==> config.mk <==
export PLATFORM = sky130hd
export DESIGN_NAME = ps2_host_tx_flat
export DESIGN_NICKNAME = d
export VERILOG_FILES = /design/src/rtl/ps2_pkg.sv /design/src/rtl/ps2_host_tx_if.sv /design/src/rtl/ps2_line_filter.sv /design/src/rtl/ps2_host_tx.sv /design/src/flat_wrapper.sv
export SDC_FILE = /design/constraint.sdc
export NUM_CORES = 1
export LEC_CHECK = 0
export CAP_MARGIN = 20
export CORE_ASPECT_RATIO = 0.6
export CORE_MARGIN = 2
export CORE_UTILIZATION = 50
export CTS_BUF_LIST = sky130_fd_sc_hd__clkbuf_8
export CTS_CLUSTER_DIAMETER = 80
export DETAILED_ROUTE_END_ITERATION = 16
export GPL_TIMING_DRIVEN = 0
export HOLD_SLACK_MARGIN = 0.05
export PLACE_DENSITY_LB_ADDON = 0.25
export SYNTH_ARGS = -nofsm -noshare
export SYNTH_HDL_FRONTEND = slang
export SYNTH_SLANG_ARGS = --single-unit
==> constraint.sdc <==
create_clock -name clk -period 2.5 [get_ports clk]
set_clock_uncertainty 0.2 [all_clocks]
set_input_delay 0.5 -clock clk [delete_from_list [all_inputs] [get_ports clk]]
set_output_delay 0.5 -clock clk [all_outputs]
set_load 0.05 [all_outputs]
==> src/rtl/ps2_pkg.sv <==
// Shared types and default timing for the PS/2 host transmitter.
package ps2_pkg;
  typedef enum logic [2:0] {IDLE, INHIBIT, START, SEND, ACK, WAIT_IDLE} ps2_state_t;

  localparam int INHIBIT_CYCLES_DEF = 4000;
  localparam int START_CYCLES_DEF   = 80;
  localparam int TIMEOUT_CYCLES_DEF = 600000;
  localparam int FILTER_LEN_DEF     = 8;

  // Parity bit that makes {data, parity} carry an odd number of ones.
  function automatic logic odd_parity(input logic [7:0] d);
    return ~^d;
  endfunction
endpackage

==> src/rtl/ps2_host_tx_if.sv <==
// Byte-request handshake between a command source and the PS/2 host transmitter.
interface ps2_host_tx_if;
  logic [7:0] tx_data;
  logic       tx_valid;
  logic       tx_ready;
  logic       tx_done;
  logic       tx_err;
  logic       tx_timeout;

  modport master (output tx_data, tx_valid, input tx_ready, tx_done, tx_err, tx_timeout);
  modport slave  (input tx_data, tx_valid, output tx_ready, tx_done, tx_err, tx_timeout);
endinterface

==> src/rtl/ps2_line_filter.sv <==
// 2-FF synchronizer plus glitch filter for one raw PS/2 line; idles high.
module ps2_line_filter #(
  parameter int FILTER_LEN = 8
) (
  input  logic clk,
  input  logic rst,
  input  logic din,
  output logic dout
);
  localparam int CW = $clog2(FILTER_LEN + 1);

  logic [1:0]    sync;
  logic [CW-1:0] cnt;

  // A new level is accepted only after FILTER_LEN consecutive samples of it.
  always_ff @(posedge clk or negedge rst) begin
    if (!rst) begin
      sync <= 2'b11;
      dout <= 1'b1;
      cnt  <= '0;
    end else begin
      sync <= {sync[0], din};
      if (sync[1] == dout) begin
        cnt <= '0;
      end else if (cnt == CW'(FILTER_LEN - 1)) begin
        dout <= sync[1];
        cnt  <= '0;
      end else begin
        cnt <= cnt + CW'(1);
      end
    end
  end
endmodule

==> src/rtl/ps2_host_tx.sv <==
// PS/2 host-to-device byte transmitter: inhibit, request-to-send, clocked frame, ACK check.
module ps2_host_tx
  import ps2_pkg::*;
#(
  parameter int INHIBIT_CYCLES = INHIBIT_CYCLES_DEF,
  parameter int START_CYCLES   = START_CYCLES_DEF,
  parameter int TIMEOUT_CYCLES = TIMEOUT_CYCLES_DEF,
  parameter int FILTER_LEN     = FILTER_LEN_DEF
) (
  input  logic             clk,
  input  logic             rst,
  ps2_host_tx_if.slave     tx,
  input  logic             ps2_clk_in,
  input  logic             ps2_data_in,
  output logic             ps2_clk_oe,
  output logic             ps2_data_oe
);
  localparam int M1   = (INHIBIT_CYCLES > START_CYCLES) ? INHIBIT_CYCLES : START_CYCLES;
  localparam int TMAX = (TIMEOUT_CYCLES > M1) ? TIMEOUT_CYCLES : M1;
  localparam int TW   = $clog2(TMAX + 1);

  ps2_state_t    state, nxt;
  logic [9:0]    shift;
  logic [3:0]    bitcnt;
  logic [TW-1:0] tmr;
  logic          ack_ok, dbit, clk_fq;
  logic [1:0]    line_in, line_f;

  assign line_in = {ps2_data_in, ps2_clk_in};

  for (genvar l = 0; l < 2; l++) begin : g_flt
    ps2_line_filter #(.FILTER_LEN(FILTER_LEN)) u_flt (
      .clk(clk), .rst(rst), .din(line_in[l]), .dout(line_f[l])
    );
  end

  logic clk_f, dat_f, fall, lines_idle, tmo, inh_end, st_end;
  assign clk_f      = line_f[0];
  assign dat_f      = line_f[1];
  assign fall       = clk_fq & ~clk_f;
  assign lines_idle = clk_f & dat_f;
  assign inh_end    = (tmr == TW'(INHIBIT_CYCLES - 1));
  assign st_end     = (tmr == TW'(START_CYCLES - 1));
  // Timeout beats any edge arriving in the same cycle.
  assign tmo = (state inside {SEND, ACK, WAIT_IDLE}) && (tmr == TW'(TIMEOUT_CYCLES));

  always_ff @(posedge clk or negedge rst) begin
    if (!rst) state <= IDLE;
    else      state <= nxt;
  end

  always_comb begin
    nxt = state;
    case (state)
      IDLE:      if (tx.tx_valid) nxt = INHIBIT;
      INHIBIT:   if (inh_end) nxt = START;
      START:     if (st_end) nxt = SEND;
      SEND:      if (tmo) nxt = IDLE; else if (fall && bitcnt == 4'd9) nxt = ACK;
      ACK:       if (tmo) nxt = IDLE; else if (fall) nxt = WAIT_IDLE;
      WAIT_IDLE: if (tmo || lines_idle) nxt = IDLE;
      default:   nxt = IDLE;
    endcase
  end

  always_ff @(posedge clk or negedge rst) begin
    if (!rst) begin
      shift  <= '0;
      bitcnt <= '0;
      tmr    <= '0;
      ack_ok <= 1'b0;
      dbit   <= 1'b0;
      clk_fq <= 1'b1;
    end else begin
      clk_fq <= clk_f;
      case (state)
        IDLE: begin
          tmr <= '0;
          if (tx.tx_valid) shift <= {1'b1, odd_parity(tx.tx_data), tx.tx_data};
        end
        INHIBIT: tmr <= inh_end ? '0 : tmr + TW'(1);
        START: begin
          tmr <= st_end ? '0 : tmr + TW'(1);
          if (st_end) begin
            bitcnt <= '0;
            dbit   <= 1'b1;
          end
        end
        SEND: begin
          tmr <= tmr + TW'(1);
          if (fall) begin
            dbit   <= ~shift[0];
            shift  <= {1'b0, shift[9:1]};
            bitcnt <= bitcnt + 4'd1;
          end
        end
        ACK: begin
          tmr <= tmr + TW'(1);
          if (fall) ack_ok <= ~dat_f;
        end
        WAIT_IDLE: tmr <= tmr + TW'(1);
        default: tmr <= '0;
      endcase
    end
  end

  always_comb begin
    tx.tx_ready   = 1'b0;
    tx.tx_done    = 1'b0;
    tx.tx_err     = 1'b0;
    tx.tx_timeout = tmo;
    ps2_clk_oe    = 1'b0;
    ps2_data_oe   = 1'b0;
    case (state)
      IDLE:      tx.tx_ready = 1'b1;
      INHIBIT:   ps2_clk_oe  = 1'b1;
      START: begin
        ps2_clk_oe  = 1'b1;
        ps2_data_oe = 1'b1;
      end
      SEND, ACK: ps2_data_oe = dbit & ~tmo;
      WAIT_IDLE: if (!tmo && lines_idle) begin
        tx.tx_done = ack_ok;
        tx.tx_err  = ~ack_ok;
      end
      default: ;
    endcase
  end
endmodule

==> src/flat_wrapper.sv <==
// flat-port wrapper written by rule: the top's interface ports become plain ports
module ps2_host_tx_flat import ps2_pkg::*;
#(
  parameter int INHIBIT_CYCLES = INHIBIT_CYCLES_DEF,
  parameter int START_CYCLES   = START_CYCLES_DEF,
  parameter int TIMEOUT_CYCLES = TIMEOUT_CYCLES_DEF,
  parameter int FILTER_LEN     = FILTER_LEN_DEF
)
  (clk, rst, ps2_clk_in, ps2_data_in, ps2_clk_oe, ps2_data_oe, tx_tx_data, tx_tx_valid, tx_tx_ready, tx_tx_done, tx_tx_err, tx_tx_timeout);
  ps2_host_tx_if tx_i ();
  input  logic clk;
  input  logic rst;
  input  logic ps2_clk_in;
  input  logic ps2_data_in;
  output logic ps2_clk_oe;
  output logic ps2_data_oe;
  input wire logic [$bits(tx_i.tx_data)-1:0] tx_tx_data;
  input wire logic [$bits(tx_i.tx_valid)-1:0] tx_tx_valid;
  output wire logic [$bits(tx_i.tx_ready)-1:0] tx_tx_ready;
  output wire logic [$bits(tx_i.tx_done)-1:0] tx_tx_done;
  output wire logic [$bits(tx_i.tx_err)-1:0] tx_tx_err;
  output wire logic [$bits(tx_i.tx_timeout)-1:0] tx_tx_timeout;
  assign tx_i.tx_data = tx_tx_data;
  assign tx_i.tx_valid = tx_tx_valid;
  assign tx_tx_ready = tx_i.tx_ready;
  assign tx_tx_done = tx_i.tx_done;
  assign tx_tx_err = tx_i.tx_err;
  assign tx_tx_timeout = tx_i.tx_timeout;
  ps2_host_tx #(.INHIBIT_CYCLES(INHIBIT_CYCLES), .START_CYCLES(START_CYCLES), .TIMEOUT_CYCLES(TIMEOUT_CYCLES), .FILTER_LEN(FILTER_LEN)) u_core (.clk(clk), .rst(rst), .tx(tx_i), .ps2_clk_in(ps2_clk_in), .ps2_data_in(ps2_data_in), .ps2_clk_oe(ps2_clk_oe), .ps2_data_oe(ps2_data_oe));
endmodule
After elaboration in Yosys (flattened, before gate mapping)
Index checks and enable logic that the tools add are counted.
Operators by class
  add/sub/neg operators: 4
  eq/ne operators: 20
  muxes and demuxes: 32
  bitwise logic cells: 10
  reduce and logical (&&, ||, !) cells: 19
Operators by type and width (count)
  20-bit one-hot mux with 3 select lines: 1
  20-bit 2-to-1 mux: 2
  3-bit 2-to-1 mux: 8
  4-bit 2-to-1 mux: 6
  20-bit by 1-bit adder with 20-bit output, second input constant: 1
  20-bit by 12-bit equality test with 1-bit output, second input constant: 1
  20-bit equality test, second input constant: 1
  20-bit by 7-bit equality test with 1-bit output, second input constant: 1
  10-bit 2-to-1 mux: 2
  10-bit one-hot mux with 2 select lines: 1
  3-bit one-hot mux with 6 select lines: 1
  4-bit by 1-bit adder with 4-bit output, second input constant: 3
  4-bit by 3-bit equality test with 1-bit output, second input constant: 2
  1-bit 2-to-1 mux: 8
  4-bit one-hot mux with 2 select lines: 1
  8-bit XNOR reduction: 1
  1-bit inverter: 7
  3-bit by 2-bit equality test with 1-bit output, second input constant: 2
  3-bit equality test, second input constant: 2
  2-bit by 1-bit != test with 1-bit output, second input constant: 3
  2-bit AND reduction: 3
  3-bit AND reduction: 2
  6-bit AND reduction: 1
  4-bit equality test, second input constant: 1
  15 further kinds: 24
Storage, ports and cells
  bits in registers: 54
  bits of input ports: 13
  logic and storage cells: 98

Longest topological paths before layout
  depth in word-level cells: 7
  mapped depth: 7
  gate-level depth less buffers: 7

Modules after synthesis
From an unflattened synthesis, not the netlist that was laid out.
Second synthesis, totals
  cells, all modules: 274
  area total of the unflattened synthesis: 2786.4 um^2
By module, submodules not included
  ps2_host_tx: times used 1, cells each 236, area each 2208.4 um^2
  ps2_line_filter: times used 2, cells each 19, area each 289.0 um^2

Least setup slack after synthesis
OpenSTA, ideal clock, no wires.
  path type: reg2out
  start: register u_core.tmr[0]
  end: output tx_tx_done
  arrival: 2.565 ns
  required time: 1.800 ns
  slack: -0.765 ns
  stages on the path, launching flop included: 8
  cell sequence: dfrtp_1 inv_1 ha_1 nand4_1 or3_1 nor4_2 or3_1 nor2_1
On the way
  longest elaborated chain between the ends: 6
RTL lines
  start: declaration: RTL line ps2_host_tx.sv:25  | logic [TW-1:0] tmr;
  start signal: assignment: RTL line ps2_host_tx.sv:80  | INHIBIT: tmr <= inh_end ? '0 : tmr + TW'(1);
  start signal: assignment: RTL line ps2_host_tx.sv:82  | tmr <= st_end ? '0 : tmr + TW'(1);
  start signal: assignment: RTL line ps2_host_tx.sv:89  | tmr <= tmr + TW'(1);
  20-bit equality test: RTL line ps2_host_tx.sv:45  | assign tmo = (state inside {SEND, ACK, WAIT_IDLE}) && (tmr == TW'(TIMEOUT_CYCLES));
  1-bit logical AND: RTL line ps2_host_tx.sv:45
  net tx_tx_timeout: RTL line flat_wrapper.sv:22  | output wire logic [$bits(tx_i.tx_timeout)-1:0] tx_tx_timeout;
  1-bit zero test: RTL line ps2_host_tx.sv:121  | WAIT_IDLE: if (!tmo && lines_idle) begin
  1-bit logical AND: RTL line ps2_host_tx.sv:121
  1-bit 2-to-1 mux: RTL line ps2_host_tx.sv:121
  1-bit 2-to-1 mux: RTL line ps2_host_tx.sv:113  | case (state)
  end: declaration: RTL line flat_wrapper.sv:20  | output wire logic [$bits(tx_i.tx_done)-1:0] tx_tx_done;
The timed path passes the listed nets, and every way through them passes these cells.

Worst setup path in the final report
  start: register u_core.tmr[1]
  end: output ps2_data_oe
On the way
  longest elaborated chain between the ends: 5
RTL lines
  20-bit equality test: RTL line ps2_host_tx.sv:45
  1-bit logical AND: RTL line ps2_host_tx.sv:45
  1-bit inverter: RTL line ps2_host_tx.sv:120  | SEND, ACK: ps2_data_oe = dbit & ~tmo;
  1-bit bitwise AND: RTL line ps2_host_tx.sv:120
  1-bit one-hot mux with 2 select lines: RTL line ps2_host_tx.sv:113
  end: declaration: RTL line flat_wrapper.sv:16  | output logic ps2_data_oe;
No other way between the ends.

==> impl_metrics.csv <==
group,metric,value,unit
power,ir_drop,0.385,mV
placed_design,place_ws,-0.837,ns
sta,final_hold_viol_count,0,
sta,fmax,325,MHz
finish,fill_cells,435,
setup_path,end_kind,"output port",
clock_tree,clk_path_buf_depth,2,
setup_path,path_cells,"inv_1, ha_1, nand4_1, or3_4, or4_4, a21o_1, a32o_2, buf_6",
placed_design,hpwl,3910,µm
placed_design,dpl.cell_count,358,
logic_synthesis,synth_cell_types,41,
detailed_routing,ant_nets,0,
floorplanning,die_h,61.2,µm
setup_path,critPathRequiredTime,1.80,ns
grt,antenna_found_initial,0,
flow_run,max_cap_viol_count,0,
finish,syn_to_final_growth,20.3,%
logic_synthesis,synth_ff_type,"dfrtp_1",
sta,period_share,1.23,
floorplanning,start_util,0.529,
setup_path,ff2ff_setup_slack,0.11,ns
logic_synthesis,synth.avg_cell_area,9.99,µm²
setup_path,cp-start-kind,"flip-flop",
logic_synthesis,syn_area,2730,µm²
outcome,violations,"setup timing",
logic_synthesis,synth.top_cell.area_share,0.431,
setup_path,setup.worst_path.class,"flip-flop to output port",
sta,rsz0062_at_grt,"true",
worst_hold_path,hold_path.class,"flip-flop to flip-flop",
grt,grt_usage,0.203,
power,leakage,0.00150,µW
detailed_routing,vias_per_cell,5.45,
sta,holdWs,0.166,ns
setup_path,rr_startpoint,"u_core.tmr[5]$_DFF_PN0_",
finish,n_antenna_cell,0,
sta,slew_headroom,0.522,
logic_synthesis,synth.net_count,292,
setup_path,worst-path-max-fanout,4,
logic_synthesis,async_reset_ff_frac,1.00,
setup_path,r2r_cells,5,
finish,multi_input_area,1340,µm²
finish,layout.cells.non_filler,381,
floorplanning,die_x,99.3,µm
detailed_routing,drt-initial-drc-count,147,
setup_path,worstSetupEndpoint,"ps2_data_oe",
setup_path,cp-startpoint,"u_core.tmr[1]$_DFF_PN0_",
detailed_routing,routedWlPerCell,14.8,µm
grt,first_global_vias,1876,
setup_path,crit_slowest_cell,"or4_4",
logic_synthesis,synthCells,273,
grt,grt_max_degree,34,
power,power.density,633,nW/µm²
logic_synthesis,yosys.area.top_type,"dfrtp_1",
sta,setup_viol,4,
sta,worstMarginPinSlew,0.716,ns
floorplanning,die_area,6080,µm²
finish,seq_area,1360,µm²
sta,slew_viol_final,0,
detailed_routing,firstDrtPassIters,4,
placed_design,place_congestion,0.810,
grt,overflow,0,
setup_path,worstReg2RegEnd,"u_core.dbit$_DFFE_PN0P_",
floorplanning,fp-row-count,20,
clock_tree,cts_made_buffers,5,
logic_synthesis,synth.area.top_cells,"dfrtp_1, xnor2_1, dfstp_2",
power,power,2080,µW
detailed_routing,drc,0,
logic_synthesis,ys_seq_area_frac,0.499,
clock_tree,clock_sinks,54,
setup_path,arrival,2.37,ns
sta,finalWorstSetupSlack,-0.575,ns
outcome,status,"complete, but fails checks",
clock_tree,path_clk_slew,0.10,ns
grt,grt_first_pass_wirelength,9350,µm
clock_tree,root_buffer,"clkbuf_8",
clock_tree,clk_latency,0.31,ns
placed_design,port_buffers,18,
finish,nets,333,
clock_tree,htreeDepth,2,
setup_path,cpPeakStageDelay,0.47,ns
logic_synthesis,ys_seq_elements,54,
floorplanning,coreArea,5150,µm²
detailed_routing,wl,5640,µm
finish,drive_gt1_frac,0.190,
logic_synthesis,synth-edff-count,0,
sta,period_needed,3.07,ns
clock_tree,cts_tree,"done",
floorplanning,io_pins,19,
detailed_routing,vias,2076,
logic_synthesis,ys_warn_count,0,
==> cell usage after synthesis (all sizes together), types with 6 or more instances <==
cell type,number
dfrtp,47
nor4,7
nand4,6
o21ai,8
xnor2,22
nor3,12
nor2,44
inv,10
mux2i,10
nand3,11
xor2,10
a21oi,7
ha,6
buf,6
dfstp,7
nand2,21
==> per-stage QoR <==
stage                     TNS (ns)  cell area (µm²)  utilization
after floorplan             -0.619             2760            -
after global placement      -47.02             3030        0.587
after detailed placement     -2.46             3040        0.590
after CTS                    -1.41             3190        0.619
after global routing         -1.55             3280        0.636
final                        -1.25             3280        0.636
==> report_power, final <==
group | switching, µW | internal [µW] | total, µW
clock | 300 | 224 | 523
combinational | 218 | 197 | 415
sequential | 108 | 1030 | 1140
total | 625 | 1450 | 2080
==> worst min-delay path by stage <==
stage	startpoint	to	slack [ns]	cells past startpoint
finish	u_core.g_flt[0].u_flt.sync[0]$_DFF_PN1_	u_core.g_flt[0].u_flt.sync[1]$_DFF_PN1_	0.17	0
global route	u_core.g_flt[1].u_flt.sync[0]$_DFF_PN1_	u_core.g_flt[1].u_flt.sync[1]$_DFF_PN1_	0.17	0
CTS	u_core.g_flt[1].u_flt.sync[0]$_DFF_PN1_	u_core.g_flt[1].u_flt.sync[1]$_DFF_PN1_	0.17	0
detailed placement	u_core.g_flt[0].u_flt.sync[0]$_DFF_PN1_	u_core.g_flt[0].u_flt.sync[1]$_DFF_PN1_	0.15	0
global placement	u_core.g_flt[0].u_flt.sync[0]$_DFF_PN1_	u_core.g_flt[0].u_flt.sync[1]$_DFF_PN1_	0.15	0
floorplan	rst	u_core.ack_ok$_DFFE_PN0P_	0.004	0
==> sequential cells by signal, summed over array words and instances (netlist names) <==
name	flops
u_core.shift	10
u_core.g_flt.u_flt.dout	2
u_core.ack_ok	1
u_core.tmr	20
u_core.bitcnt	4
u_core.state	3
u_core.g_flt.u_flt.cnt	8
u_core.g_flt.u_flt.sync	4
u_core.dbit	1
u_core.clk_fq	1
==> cell usage in the layout (no fill, tap or decap), types with 8 or more instances in the layout <==
| cell | count |
|---|---|
| inv_1 | 10 |
| nor2_1 | 42 |
| nand2_1 | 21 |
| xnor2_1 | 22 |
| mux2i_1 | 10 |
| dfrtp_1 | 45 |
| xor2_1 | 10 |
| nand3_1 | 11 |
| clkdlybuf4s50_1 | 11 |
| buf_4 | 13 |
| o21ai_0 | 8 |
| nor3_1 | 11 |
==> what timing repair did <==
action                     in CTS  in global routing
setup buffers                   5                  9
hold endpoints to repair       21                  0
gates cloned                    0                  0
pin swaps                       2                  3
hold buffers                    1                  0
setup endpoints to repair       6                 12
gates resized for setup        31                 11
==> routing by layer <==
| layer | GRT usage | part of all wire |
|---|---|---|
| met5 | 0 | 0 |
| met4 | 0.0724 | 0.013 |
| met1 | 0.314 | 0.54 |
| met3 | 0.0522 | 0.055 |
| met2 | 0.274 | 0.39 |
==> kinds of logic (layout without fill, tap and decap cells) <==
family,count (synthesis),count (layout),share of synthesized area
AOI/OAI and AO/OA,31,31,0.0771
xor gates and xnor gates,32,32,0.103
adders and majority gates,6,6,0.0275
buffers and inverters,18,60,0.0340
DFF,54,54,0.499
muxes,13,13,0.0491
and+or+nand+nor,119,119,0.211
==> layout make-up <==
cell class	count	share of cell area
well taps	66	0.0252
repair buffers	34	0.0953
clock inverters	2	0.00381
plain buffers	8	0.0168
inverters	10	0.0114
clock buffers	6	0.0252
flip-flops and latches	54	0.415
multi-input cells	201	0.407
==> critical path, delay by kind of cell, from the launching register on <==
family | cells | cell delay [ns]
adder cells (fa/ha/maj) | 1 | 0.13
flip-flops | 1 | 0.39
buffers and inverters | 2 | 0.21
AO/OA/AOI/OAI | 2 | 0.40
AND/OR/NAND/NOR | 3 | 0.93
(Power assumes the default switching activity.)
